===== config.mk =====
export PLATFORM = sky130hd
export DESIGN_NAME = or1200_vlx_store_sched_flat
export DESIGN_NICKNAME = d
export VERILOG_FILES = /design/src/rtl/or1200_vlx_store_sched_if.sv /design/src/rtl/or1200_vlx_store_sched.sv /design/src/flat_wrapper.sv
export SDC_FILE = /design/constraint.sdc
export NUM_CORES = 1
export LEC_CHECK = 0
export CAP_MARGIN = 40
export CORE_MARGIN = 1.5
export CORE_UTILIZATION = 45
export CTS_CLUSTER_SIZE = 8
export DETAILED_ROUTE_END_ITERATION = 6
export GPL_TIMING_DRIVEN = 0
export HOLD_SLACK_MARGIN = 0.08
export PLACE_DENSITY = 0.85
export SYNTH_ARGS = -nofsm -noshare
export SYNTH_HDL_FRONTEND = slang
export SYNTH_SLANG_ARGS = --single-unit

===== constraint.sdc =====
create_clock -name clk_i -period 5.65 [get_ports clk_i]
set_input_delay 1.13 -clock clk_i [delete_from_list [all_inputs] [get_ports clk_i]]
set_output_delay 1.13 -clock clk_i [all_outputs]
set_load 0.005 [all_outputs]

===== src/rtl/or1200_vlx_store_sched_if.sv =====
// rtl/or1200_vlx_store_sched_if.sv - data-side bus port shared by the LSU and the VLX store path
interface or1200_vlx_store_sched_if;
  logic        cyc;
  logic        stb;
  logic        we;
  logic [31:0] adr;
  logic [31:0] dat_w;
  logic [3:0]  sel;
  logic        ack;
  logic [31:0] dat_r;

  modport master (output cyc, stb, we, adr, dat_w, sel, input ack, dat_r);
  modport slave  (input cyc, stb, we, adr, dat_w, sel, output ack, dat_r);
endinterface


===== src/rtl/or1200_vlx_store_sched.sv =====
// rtl/or1200_vlx_store_sched.sv - VLX byte FIFO and round-robin store scheduler on the data bus
// OR1200_VLX_STUFF_EN: insert a 0x00 entry after every pushed 0xFF byte.
module or1200_vlx_store_sched #(
  parameter int          DEPTH    = 4,
  parameter int          AW       = 2,
  parameter logic [31:0] ADDR_RST = 32'h0383c1d0
) (
  input  logic        clk_i,
  input  logic        rst_i,
  input  logic        vlx_valid_i,
  input  logic [7:0]  vlx_byte_i,
  output logic        vlx_ready_o,
  input  logic        base_we_i,
  input  logic [31:0] base_dat_i,
  input  logic        flush_i,
  output logic [31:0] addr_o,
  output logic        stall_cpu_o,
  output logic        busy_o,
  input  logic        lsu_req_i,
  input  logic        lsu_we_i,
  input  logic [31:0] lsu_adr_i,
  input  logic [31:0] lsu_dat_i,
  input  logic [3:0]  lsu_sel_i,
  output logic        lsu_ack_o,
  output logic [31:0] lsu_dat_o,
  or1200_vlx_store_sched_if.master bus
);
  typedef enum logic [1:0] {IDLE, LSU_CYC, VLX_CYC} state_t;
  state_t state_q, state_d;

  localparam logic [AW:0] DEPTH_C = DEPTH[AW:0];

  logic [7:0]    mem [DEPTH];
  logic [AW-1:0] wr_ptr, rd_ptr;
  logic [AW:0]   count, push_n, pop_n;
  logic [7:0]    head;
  logic          push, pop, empty, full, stuff;
  logic          last_vlx, flush_pend;
  logic [31:0]   addr_q;
  logic          bus_cyc_q, bus_we_q;
  logic [31:0]   bus_adr_q, bus_dat_q;
  logic [3:0]    bus_sel_q;
  logic          lsu_ack_q;
  logic [31:0]   lsu_dat_q;
  logic          lsu_req, grant_lsu, grant_vlx;

`ifdef OR1200_VLX_STUFF_EN
  // a stuffed 0xFF needs two free slots, so full one entry early
  localparam logic [AW:0] FULL_LVL = DEPTH_C - {{AW{1'b0}}, 1'b1};
  assign stuff = (vlx_byte_i == 8'hFF);
`else
  localparam logic [AW:0] FULL_LVL = DEPTH_C;
  assign stuff = 1'b0;
`endif

  assign empty       = (count == '0);
  assign full        = (count >= FULL_LVL);
  assign vlx_ready_o = ~full;
  assign push        = vlx_valid_i & vlx_ready_o;
  assign pop         = (state_q == VLX_CYC) & bus.ack;
  assign push_n      = {{(AW-1){1'b0}}, push & stuff, push & ~stuff};
  assign pop_n       = {{AW{1'b0}}, pop};
  assign head        = mem[rd_ptr];

  assign busy_o      = ~empty | (state_q == VLX_CYC);
  assign stall_cpu_o = full | (flush_pend & busy_o);
  assign addr_o      = addr_q;
  assign lsu_ack_o   = lsu_ack_q;
  assign lsu_dat_o   = lsu_dat_q;
  assign bus.cyc     = bus_cyc_q;
  assign bus.stb     = bus_cyc_q;
  assign bus.we      = bus_we_q;
  assign bus.adr     = bus_adr_q;
  assign bus.dat_w   = bus_dat_q;
  assign bus.sel     = bus_sel_q;

  always_ff @(posedge clk_i or posedge rst_i) begin
    if (rst_i) begin
      wr_ptr <= '0;
      rd_ptr <= '0;
      count  <= '0;
    end else begin
      wr_ptr <= wr_ptr + push_n[AW-1:0];
      rd_ptr <= rd_ptr + pop_n[AW-1:0];
      count  <= count + push_n - pop_n;
    end
  end

  always_ff @(posedge clk_i) begin
    if (push) begin
      mem[wr_ptr] <= vlx_byte_i;
      if (stuff) mem[wr_ptr + 1'b1] <= 8'h00;
    end
  end

  // the request still seen while the ack is out belongs to the finished transfer
  assign lsu_req   = lsu_req_i & ~lsu_ack_q;
  assign grant_lsu = lsu_req & (empty | last_vlx);
  assign grant_vlx = ~empty & (~lsu_req | ~last_vlx);

  always_comb begin
    state_d = state_q;
    unique case (state_q)
      IDLE: begin
        if (grant_lsu)      state_d = LSU_CYC;
        else if (grant_vlx) state_d = VLX_CYC;
      end
      LSU_CYC, VLX_CYC: if (bus.ack) state_d = IDLE;
      default: state_d = IDLE;
    endcase
  end

  always_ff @(posedge clk_i or posedge rst_i) begin
    if (rst_i) begin
      state_q    <= IDLE;
      last_vlx   <= 1'b1;
      addr_q     <= ADDR_RST;
      flush_pend <= 1'b0;
      bus_cyc_q  <= 1'b0;
      bus_we_q   <= 1'b0;
      bus_adr_q  <= '0;
      bus_dat_q  <= '0;
      bus_sel_q  <= '0;
      lsu_ack_q  <= 1'b0;
      lsu_dat_q  <= '0;
    end else begin
      state_q   <= state_d;
      lsu_ack_q <= 1'b0;
      if (base_we_i) addr_q <= base_dat_i;
      else if (pop)  addr_q <= addr_q + 32'd1;
      if (flush_i)      flush_pend <= 1'b1;
      else if (!busy_o) flush_pend <= 1'b0;
      unique case (state_q)
        IDLE: begin
          if (grant_lsu) begin
            bus_cyc_q <= 1'b1;
            bus_we_q  <= lsu_we_i;
            bus_adr_q <= lsu_adr_i;
            bus_dat_q <= lsu_dat_i;
            bus_sel_q <= lsu_sel_i;
          end else if (grant_vlx) begin
            bus_cyc_q <= 1'b1;
            bus_we_q  <= 1'b1;
            bus_adr_q <= addr_q;
            bus_dat_q <= {4{head}};
            bus_sel_q <= 4'b1000 >> addr_q[1:0];
          end
        end
        LSU_CYC, VLX_CYC: begin
          if (bus.ack) begin
            bus_cyc_q <= 1'b0;
            bus_we_q  <= 1'b0;
            bus_adr_q <= '0;
            bus_dat_q <= '0;
            bus_sel_q <= '0;
            last_vlx  <= (state_q == VLX_CYC);
            if (state_q == LSU_CYC) begin
              lsu_ack_q <= 1'b1;
              lsu_dat_q <= bus.dat_r;
            end
          end
        end
        default: ;
      endcase
    end
  end
endmodule


===== src/flat_wrapper.sv =====
// flat-port wrapper written by rule: the top's interface ports become plain ports
module or1200_vlx_store_sched_flat 
#(
  parameter int          DEPTH    = 4,
  parameter int          AW       = 2,
  parameter logic [31:0] ADDR_RST = 32'h0383c1d0
)
  (clk_i, rst_i, vlx_valid_i, vlx_byte_i, vlx_ready_o, base_we_i, base_dat_i, flush_i, addr_o, stall_cpu_o, busy_o, lsu_req_i, lsu_we_i, lsu_adr_i, lsu_dat_i, lsu_sel_i, lsu_ack_o, lsu_dat_o, bus_cyc, bus_stb, bus_we, bus_adr, bus_dat_w, bus_sel, bus_ack, bus_dat_r);
  or1200_vlx_store_sched_if bus_i ();
  input  logic clk_i;
  input  logic rst_i;
  input  logic vlx_valid_i;
  input  logic [7:0] vlx_byte_i;
  output logic vlx_ready_o;
  input  logic base_we_i;
  input  logic [31:0] base_dat_i;
  input  logic flush_i;
  output logic [31:0] addr_o;
  output logic stall_cpu_o;
  output logic busy_o;
  input  logic lsu_req_i;
  input  logic lsu_we_i;
  input  logic [31:0] lsu_adr_i;
  input  logic [31:0] lsu_dat_i;
  input  logic [3:0] lsu_sel_i;
  output logic lsu_ack_o;
  output logic [31:0] lsu_dat_o;
  output wire logic [$bits(bus_i.cyc)-1:0] bus_cyc;
  output wire logic [$bits(bus_i.stb)-1:0] bus_stb;
  output wire logic [$bits(bus_i.we)-1:0] bus_we;
  output wire logic [$bits(bus_i.adr)-1:0] bus_adr;
  output wire logic [$bits(bus_i.dat_w)-1:0] bus_dat_w;
  output wire logic [$bits(bus_i.sel)-1:0] bus_sel;
  input wire logic [$bits(bus_i.ack)-1:0] bus_ack;
  input wire logic [$bits(bus_i.dat_r)-1:0] bus_dat_r;
  assign bus_cyc = bus_i.cyc;
  assign bus_stb = bus_i.stb;
  assign bus_we = bus_i.we;
  assign bus_adr = bus_i.adr;
  assign bus_dat_w = bus_i.dat_w;
  assign bus_sel = bus_i.sel;
  assign bus_i.ack = bus_ack;
  assign bus_i.dat_r = bus_dat_r;
  or1200_vlx_store_sched #(.DEPTH(DEPTH), .AW(AW), .ADDR_RST(ADDR_RST)) u_core (.clk_i(clk_i), .rst_i(rst_i), .vlx_valid_i(vlx_valid_i), .vlx_byte_i(vlx_byte_i), .vlx_ready_o(vlx_ready_o), .base_we_i(base_we_i), .base_dat_i(base_dat_i), .flush_i(flush_i), .addr_o(addr_o), .stall_cpu_o(stall_cpu_o), .busy_o(busy_o), .lsu_req_i(lsu_req_i), .lsu_we_i(lsu_we_i), .lsu_adr_i(lsu_adr_i), .lsu_dat_i(lsu_dat_i), .lsu_sel_i(lsu_sel_i), .lsu_ack_o(lsu_ack_o), .lsu_dat_o(lsu_dat_o), .bus(bus_i));
endmodule

==> impl_metrics.json, run 1 <==
{
  "finalSetupViolCount": 0,
  "ys.flop_type": "dfrtp_1",
  "ir_drop_mv": 0.238,
  "io_buffers": 284,
  "gp_congestion": 0.902,
  "synthArstFlopShare_pct": 82.0,
  "yosysUniqueCellTypes": 55,
  "yosysTopAreaCell": "dfrtp_1",
  "p_leak_uw": 0.00474,
  "avgSynthCellArea_um2": 11.2,
  "slowest_stage": "clkbuf_1",
  "yosysSeqAreaShare_pct": 57.8,
  "fin_skew_ns": 0.0106,
  "synth_area_mm2": 0.00801,
  "floorplan.rows": 48,
  "die_area_mm2": 0.0186,
  "initial_core_util_pct": 46.1,
  "arrival_ns": 3.83,
  "fin_crit_ns": 3.49,
  "crit_buf_inv": 4,
  "crit_required_ns": 5.99,
  "postRouteWirelength_um": 24600,
  "rsz0062_at_grt": "false",
  "dr.first_iter.drc_count": 581,
  "setup.worst_path.class": "input port to flip-flop",
  "vias": 6907,
  "tritoncts": "done",
  "cts_setup_buffers": 0,
  "track_usage_pct": 26.7,
  "grt_start_max_net_pins": 78,
  "drive_above_1_share_pct": 9.63,
  "ys.warnings.count": 0,
  "first_global_vias": 6776,
  "synth_cells": 718,
  "worstMarginPinSlew_ns": 0.784,
  "clockRootBuffer": "clkbuf_16",
  "period_share_pct": 61.8,
  "area_growth_syn_to_layout_pct": 47.2,
  "fin_util_pct": 67.9,
  "final_hold_viol_count": 0,
  "power-per-cell-area_mw_per_mm2": 481,
  "synth_edf_count": 32,
  "dpl-instance-area_mm2": 0.0112,
  "htree_levels": 4,
  "status": "finished clean",
  "diodes": 0,
  "drc": 0,
  "finalMaxSlewViolations": 0,
  "fin_nets": 1186,
  "synthesis.nets": 879,
  "final_area_mm2": 0.0118,
  "antenna_found_initial": 0,
  "synth_seq_cells": 178,
  "clk_pin_slew_worst_paths_ns": 0.06,
  "die_h_um": 136,
  "crit_top_cell": "clkbuf_1",
  "hpwlAfterDp_um": 18200,
  "vias_per_cell": 5.47,
  "hold_class": "flip-flop to flip-flop",
  "final_cell_mix": "clkdlybuf4s50_1, dfrtp_1, nand2_1",
  "grt_overflow": 0,
  "synth_top_area_share_pct": 41.9,
  "cts_sinks": 178,
  "grt_pass1_wl_um": 37400,
  "slowest_delay_ns": 0.55,
  "max_freq_ghz": 0.286,
  "dieWidth_um": 136,
  "cp_max_fo": 10,
  "end_kind": "flip-flop",
  "cts_made_buffers": 17,
  "maxSlewHeadroom_pct": 47.5,
  "synth_area_leaders": "dfrtp_1, edfxtp_1, o21ai_0",
  "critical_path.top_delay_family": "buffers and inverters",
  "dr.pass1.iters": 5,
  "clkLatencyLatePin_ns": 0.44,
  "coreArea_mm2": 0.0174,
  "io_pins": 287,
  "avgRoutedWirePerCell_um": 19.5,
  "critPathLaunchType": "input port",
  "final_common_cell": "clkdlybuf4s50_1",
  "crit_chain": "clkdlybuf4s50_1 > nor2b_1 > clkbuf_1 > o21a_1 > clkbuf_1 > clkbuf_1 > o21ai_0 > o21ai_0",
  "hold_buffers": 0,
  "post_cts_resized": 0,
  "clockBufferDepth": 2,
  "cap_violations": 0,
  "ant_nets": 0
}
==> final timing paths <==
check,from,end,slack (ns),cells after the start
max,lsu_req_i,u_core.bus.dat_w[28]$_DFFE_PP0P_,2.16,8
min,u_core.bus.adr[25]$_DFFE_PP0P_,u_core.bus.adr[25]$_DFFE_PP0P_,0.48,2
max reg2reg,u_core.lsu_ack_o$_DFF_PP0_,u_core.bus.dat_w[28]$_DFFE_PP0P_,2.93,7
min reg2reg,u_core.bus.adr[25]$_DFFE_PP0P_,u_core.bus.adr[25]$_DFFE_PP0P_,0.48,2
max in group asynchronous,rst_i,u_core.addr_o[14]$_DFFE_PP1P_,3.60,3
min in group asynchronous,rst_i,u_core.lsu_dat_o[25]$_DFFE_PP0P_,1.20,2
==> cells in the mapped netlist, types with 6 or more instances <==
| cell | number |
|---|---|
| a31oi_1 | 12 |
| clkbuf_1 | 32 |
| dfrtp_1 | 134 |
| dfstp_2 | 12 |
| edfxtp_1 | 32 |
| ha_1 | 12 |
| inv_1 | 21 |
| mux2_2 | 33 |
| mux2i_1 | 37 |
| mux4_2 | 8 |
| nand2_1 | 107 |
| nand3_1 | 17 |
| nand4_1 | 12 |
| nor2_1 | 53 |
| nor3_1 | 6 |
| o21ai_0 | 93 |
| o31ai_1 | 8 |
| or4_1 | 9 |
| xnor2_1 | 11 |
==> routing by layer <==
layer	vias up	track usage, %	part of all wire (%)	wire, um
li1	3163	-	-	-
met1	3389	35.2	42	10300
met2	297	43.9	49	12100
met3	58	4.77	5.6	1370
met4	0	10.7	3.3	811
met5	-	0	0	0
==> kinds of logic after synthesis <==
group,count (synthesis),synth area share [%]
simple gates,237,13.8
flops,178,57.8
compound gates,134,9.86
mux,78,11.5
buf+inv,62,3.14
xor+xnor,16,1.75
fa+ha+maj,13,2.12
==> final cells by class <==
type | count | area, um2
fillers | 1308 | 5570
flip-flops and latches | 178 | 4630
multi-input cells | 478 | 3130
repair buffers | 288 | 2890
clock buffers | 20 | 457
well taps | 225 | 282
plain buffers | 40 | 169
clock inverters | 12 | 154
inverters | 22 | 87.6
==> state kept, by name, summed over array words and instances (netlist names), 2 cells and up <==
signal	flops
u_core.addr_o	32
u_core.bus.adr	32
u_core.bus.dat_w	32
u_core.bus.sel	4
u_core.count	3
u_core.lsu_dat_o	32
u_core.mem	32
u_core.rd_ptr	2
u_core.state_q	2
u_core.wr_ptr	2
==> report_power, final <==
group | total, uW | internal, uW | switching [uW] | leakage, uW
clock network | 1230 | 721 | 510 | 0.000294
logic | 2400 | 1230 | 1180 | 0.00236
registers | 2030 | 1770 | 260 | 0.00208
==> worst reg2reg max path, stage by stage (launching register included) <==
cell	delay, ns
dfrtp_1	0.39
nor2b_1	0.16
clkbuf_1	0.29
o21a_1	0.17
clkbuf_1	0.36
clkbuf_1	0.55
o21ai_0	0.44
o21ai_0	0.28
==> through the flow <==
| step | std cells | hold WS, ns | total power [uW] | worst slack [ns] | TNS (ns) |
|---|---|---|---|---|---|
| 2_1_floorplan | 718 | 0.444 | 3140 | 0.617 | 0 |
| 6_report | 1263 | 0.479 | 5670 | 2.16 | 0 |
| 3_3_place_gp | 1227 | 0.461 | 4340 | -1.54 | -204.45 |
| 5_1_grt | 1263 | 0.500 | 6000 | 1.96 | 0 |
| 3_5_place_dp | 1231 | 0.469 | 4470 | 1.69 | 0 |
| 4_1_cts | 1263 | 0.484 | 5710 | 2.14 | 0 |
No activity file was read; power rests on OpenSTA's default activity.
==> inputs of run 2 (changes only) <==
--- a/config.mk
+++ b/config.mk
@@ -7,12 +7,12 @@
 export LEC_CHECK = 0
 export CAP_MARGIN = 40
 export CORE_MARGIN = 1.5
-export CORE_UTILIZATION = 45
+export CORE_UTILIZATION = 41
 export CTS_CLUSTER_SIZE = 8
 export DETAILED_ROUTE_END_ITERATION = 6
 export GPL_TIMING_DRIVEN = 0
 export HOLD_SLACK_MARGIN = 0.08
-export PLACE_DENSITY = 0.85
+export PLACE_DENSITY = 0.82
 export SYNTH_ARGS = -nofsm -noshare
 export SYNTH_HDL_FRONTEND = slang
 export SYNTH_SLANG_ARGS = --single-unit
==> constraint.sdc (replaced) <==
create_clock -name clk_i -period 2.95 [get_ports clk_i]
set_input_delay 0.59 -clock clk_i [delete_from_list [all_inputs] [get_ports clk_i]]
set_output_delay 0.59 -clock clk_i [all_outputs]
set_load 0.005 [all_outputs]
==> run 2 against run 1 <==
Against the previous run:
- register-to-register slack lost 2.6 ns
- setup slack got worse by 1.9 ns
- clock power increased by 89%
- hold slack improved by 0.0019 ns
- core utilization fell by 5.2 points
- clock skew down 0.00070 ns
- wire length down 2.6%
- power up 90%
- critical path type is now flip-flop to primary output
- largest power group unchanged
==> impl_metrics.json, run 2 (synthesized netlist as in run 1, its figures left out) <==
{
  "status": "finished clean",
  "rsz0062_at_grt": "false",
  "fin_util_pct": 62.8,
  "top_layer_used": "met4",
  "r2r_slack_ns": 0.29,
  "finalSetupViolCount": 0,
  "grt_pass1_wl_um": 37000,
  "route.met3.wl_um": 1650,
  "antenna_found_initial": 1,
  "grt_start_max_net_pins": 39,
  "coreArea_mm2": 0.0190,
  "arrival_ns": 2.09,
  "cts_made_buffers": 17,
  "finalMaxSlewViolations": 0,
  "cts_sinks": 178,
  "crit_required_ns": 2.36,
  "maxSlewHeadroom_pct": 47.8,
  "die_area_mm2": 0.0204,
  "end_kind": "primary output",
  "cp_max_fo": 6,
  "floorplan.rows": 50,
  "dieWidth_um": 143,
  "clkLatencyLatePin_ns": 0.42,
  "postRouteWirelength_um": 23900,
  "regArea_mm2": 0.00463,
  "p_total_uw": 10800,
  "p_leak_uw": 0.00477,
  "fillCellCount": 1525,
  "hold_class": "flip-flop to flip-flop",
  "m1WireLength_um": 9930,
  "ant_nets": 0,
  "drc": 0,
  "cap_violations": 0,
  "fin_setup_tns_ns": 0,
  "worstMarginPinSlew_ns": 0.778,
  "initial_core_util_pct": 42.2,
  "power-per-cell-area_mw_per_mm2": 908,
  "vias_per_cell": 5.23,
  "clk_pin_slew_worst_paths_ns": 0.07,
  "fin_skew_ns": 0.00991,
  "first_global_vias": 6821,
  "final_cell_mix": "clkdlybuf4s50_1, dfrtp_1, nand2_1",
  "dr.pass1.iters": 5,
  "avgRoutedWirePerCell_um": 18.4,
  "period_share_pct": 90.8,
  "hold_ws_ns": 0.480,
  "hpwlAfterDp_um": 18100,
  "final_hold_viol_count": 0,
  "die_h_um": 143,
  "io_pins": 287,
  "setup.worst_path.class": "flip-flop to primary output",
  "fin_crit_ns": 2.68,
  "fin_nets": 1189,
  "ir_drop_mv": 0.552,
  "gp_congestion": 0.902,
  "dpl-instance-area_mm2": 0.0113,
  "clockRootBuffer": "clkbuf_16",
  "clockBufferDepth": 2,
  "tritoncts": "done",
  "final_area_mm2": 0.0119,
  "vias": 6810,
  "max_freq_ghz": 0.373,
  "grt_overflow": 0,
  "htree_levels": 4,
  "drive_above_1_share_pct": 10.4,
  "diodes": 0,
  "dr.first_iter.drc_count": 591,
  "io_buffers": 284,
  "multiInputGateArea_mm2": 0.00313,
  "critPathLaunchType": "flip-flop",
  "final_common_cell": "clkdlybuf4s50_1",
  "track_usage_pct": 23.9,
  "dr_wl_met2_um": 11500,
  "area_growth_syn_to_layout_pct": 48.6
}
## run 2: cell count changes in the layout (fill, tap and decap cells not counted), moves of 3 or more
cell,change
clkbuf_1,-5
buf_12,+4
clkbuf_2,+3
clkinv_8,+4
inv_8,+4
## run 2: per-stage QoR
stage | std cells | setup slack [ns]
after detailed placement | 1269 | -0.351
after global routing | 1301 | 0.0172
after CTS | 1301 | 0.0943
final | 1301 | 0.271
after global placement | 1262 | -0.851
after floorplan | 718 | 0.537
## run 2: where the power goes
| group | leakage, uW | internal (uW) | switching [uW] | total, uW |
|---|---|---|---|---|
| Clock | 0.000298 | 1230 | 1100 | 2320 |
| Sequential | 0.00208 | 3390 | 490 | 3890 |
| Combinational | 0.00238 | 2370 | 2230 | 4590 |
| Total | 0.00477 | 6990 | 3810 | 10800 |
## run 2: path summary, 6_finish.rpt
check                                                   end  cells past startpoint                             start
min reg2reg                u_core.bus.dat_w[20]$_DFFE_PP0P_                      2  u_core.bus.dat_w[20]$_DFFE_PP0P_
max in group asynchronous      u_core.addr_o[8]$_DFFE_PP1P_                      4                             rst_i
min                        u_core.bus.dat_w[20]$_DFFE_PP0P_                      2  u_core.bus.dat_w[20]$_DFFE_PP0P_
max                                             stall_cpu_o                      6     u_core.state_q[0]$_DFFE_PP0P_
min in group asynchronous    u_core.bus.adr[25]$_DFFE_PP0P_                      2                             rst_i
max reg2reg                  u_core.bus.adr[18]$_DFFE_PP0P_                      6         u_core.count[1]$_DFF_PP0_
## run 2: timing repair
action                     in CTS  in global routing
gates resized for setup         0                  7
hold buffers                    0                  0
setup endpoints to repair       0                 15
setup buffers                   0                  0
## run 2: worst max-delay path, stage by stage, from the launching register on
cell and delay [ns]:
dfrtp_1 0.41, inv_1 0.11, ha_1 0.31, nand2b_1 0.20, nand2_1 0.08, nand2_1 0.07, clkdlybuf4s50_1 0.50
## run 2: layout make-up
class                      instances  area share, %
inverter                          22          0.725
timing repair buffer             291           24.7
clock inverter                    15           1.61
sequential                       178           38.9
tap                              260           2.73
clock buffer                      17           3.57
multi-input combinational        478           26.3
buffer                            40           1.45
## run 2: metal layers
| metal | global-route usage [%] | up-vias |
|---|---|---|
| li1 | - | 3180 |
| met1 | 30.5 | 3280 |
| met2 | 39.3 | 301 |
| met3 | 5.80 | 49 |
| met4 | 9.66 | 0 |
| met5 | 0 | - |
==> inputs of run 3 (changes only) <==
--- a/config.mk
+++ b/config.mk
@@ -8,6 +8,7 @@
 export CAP_MARGIN = 40
 export CORE_MARGIN = 1.5
 export CORE_UTILIZATION = 41
+export CTS_CLUSTER_DIAMETER = 100
 export CTS_CLUSTER_SIZE = 8
 export DETAILED_ROUTE_END_ITERATION = 6
 export GPL_TIMING_DRIVEN = 0
==> results of run 3 <==
Final layout, timing and power as in run 2 (identical DEF).
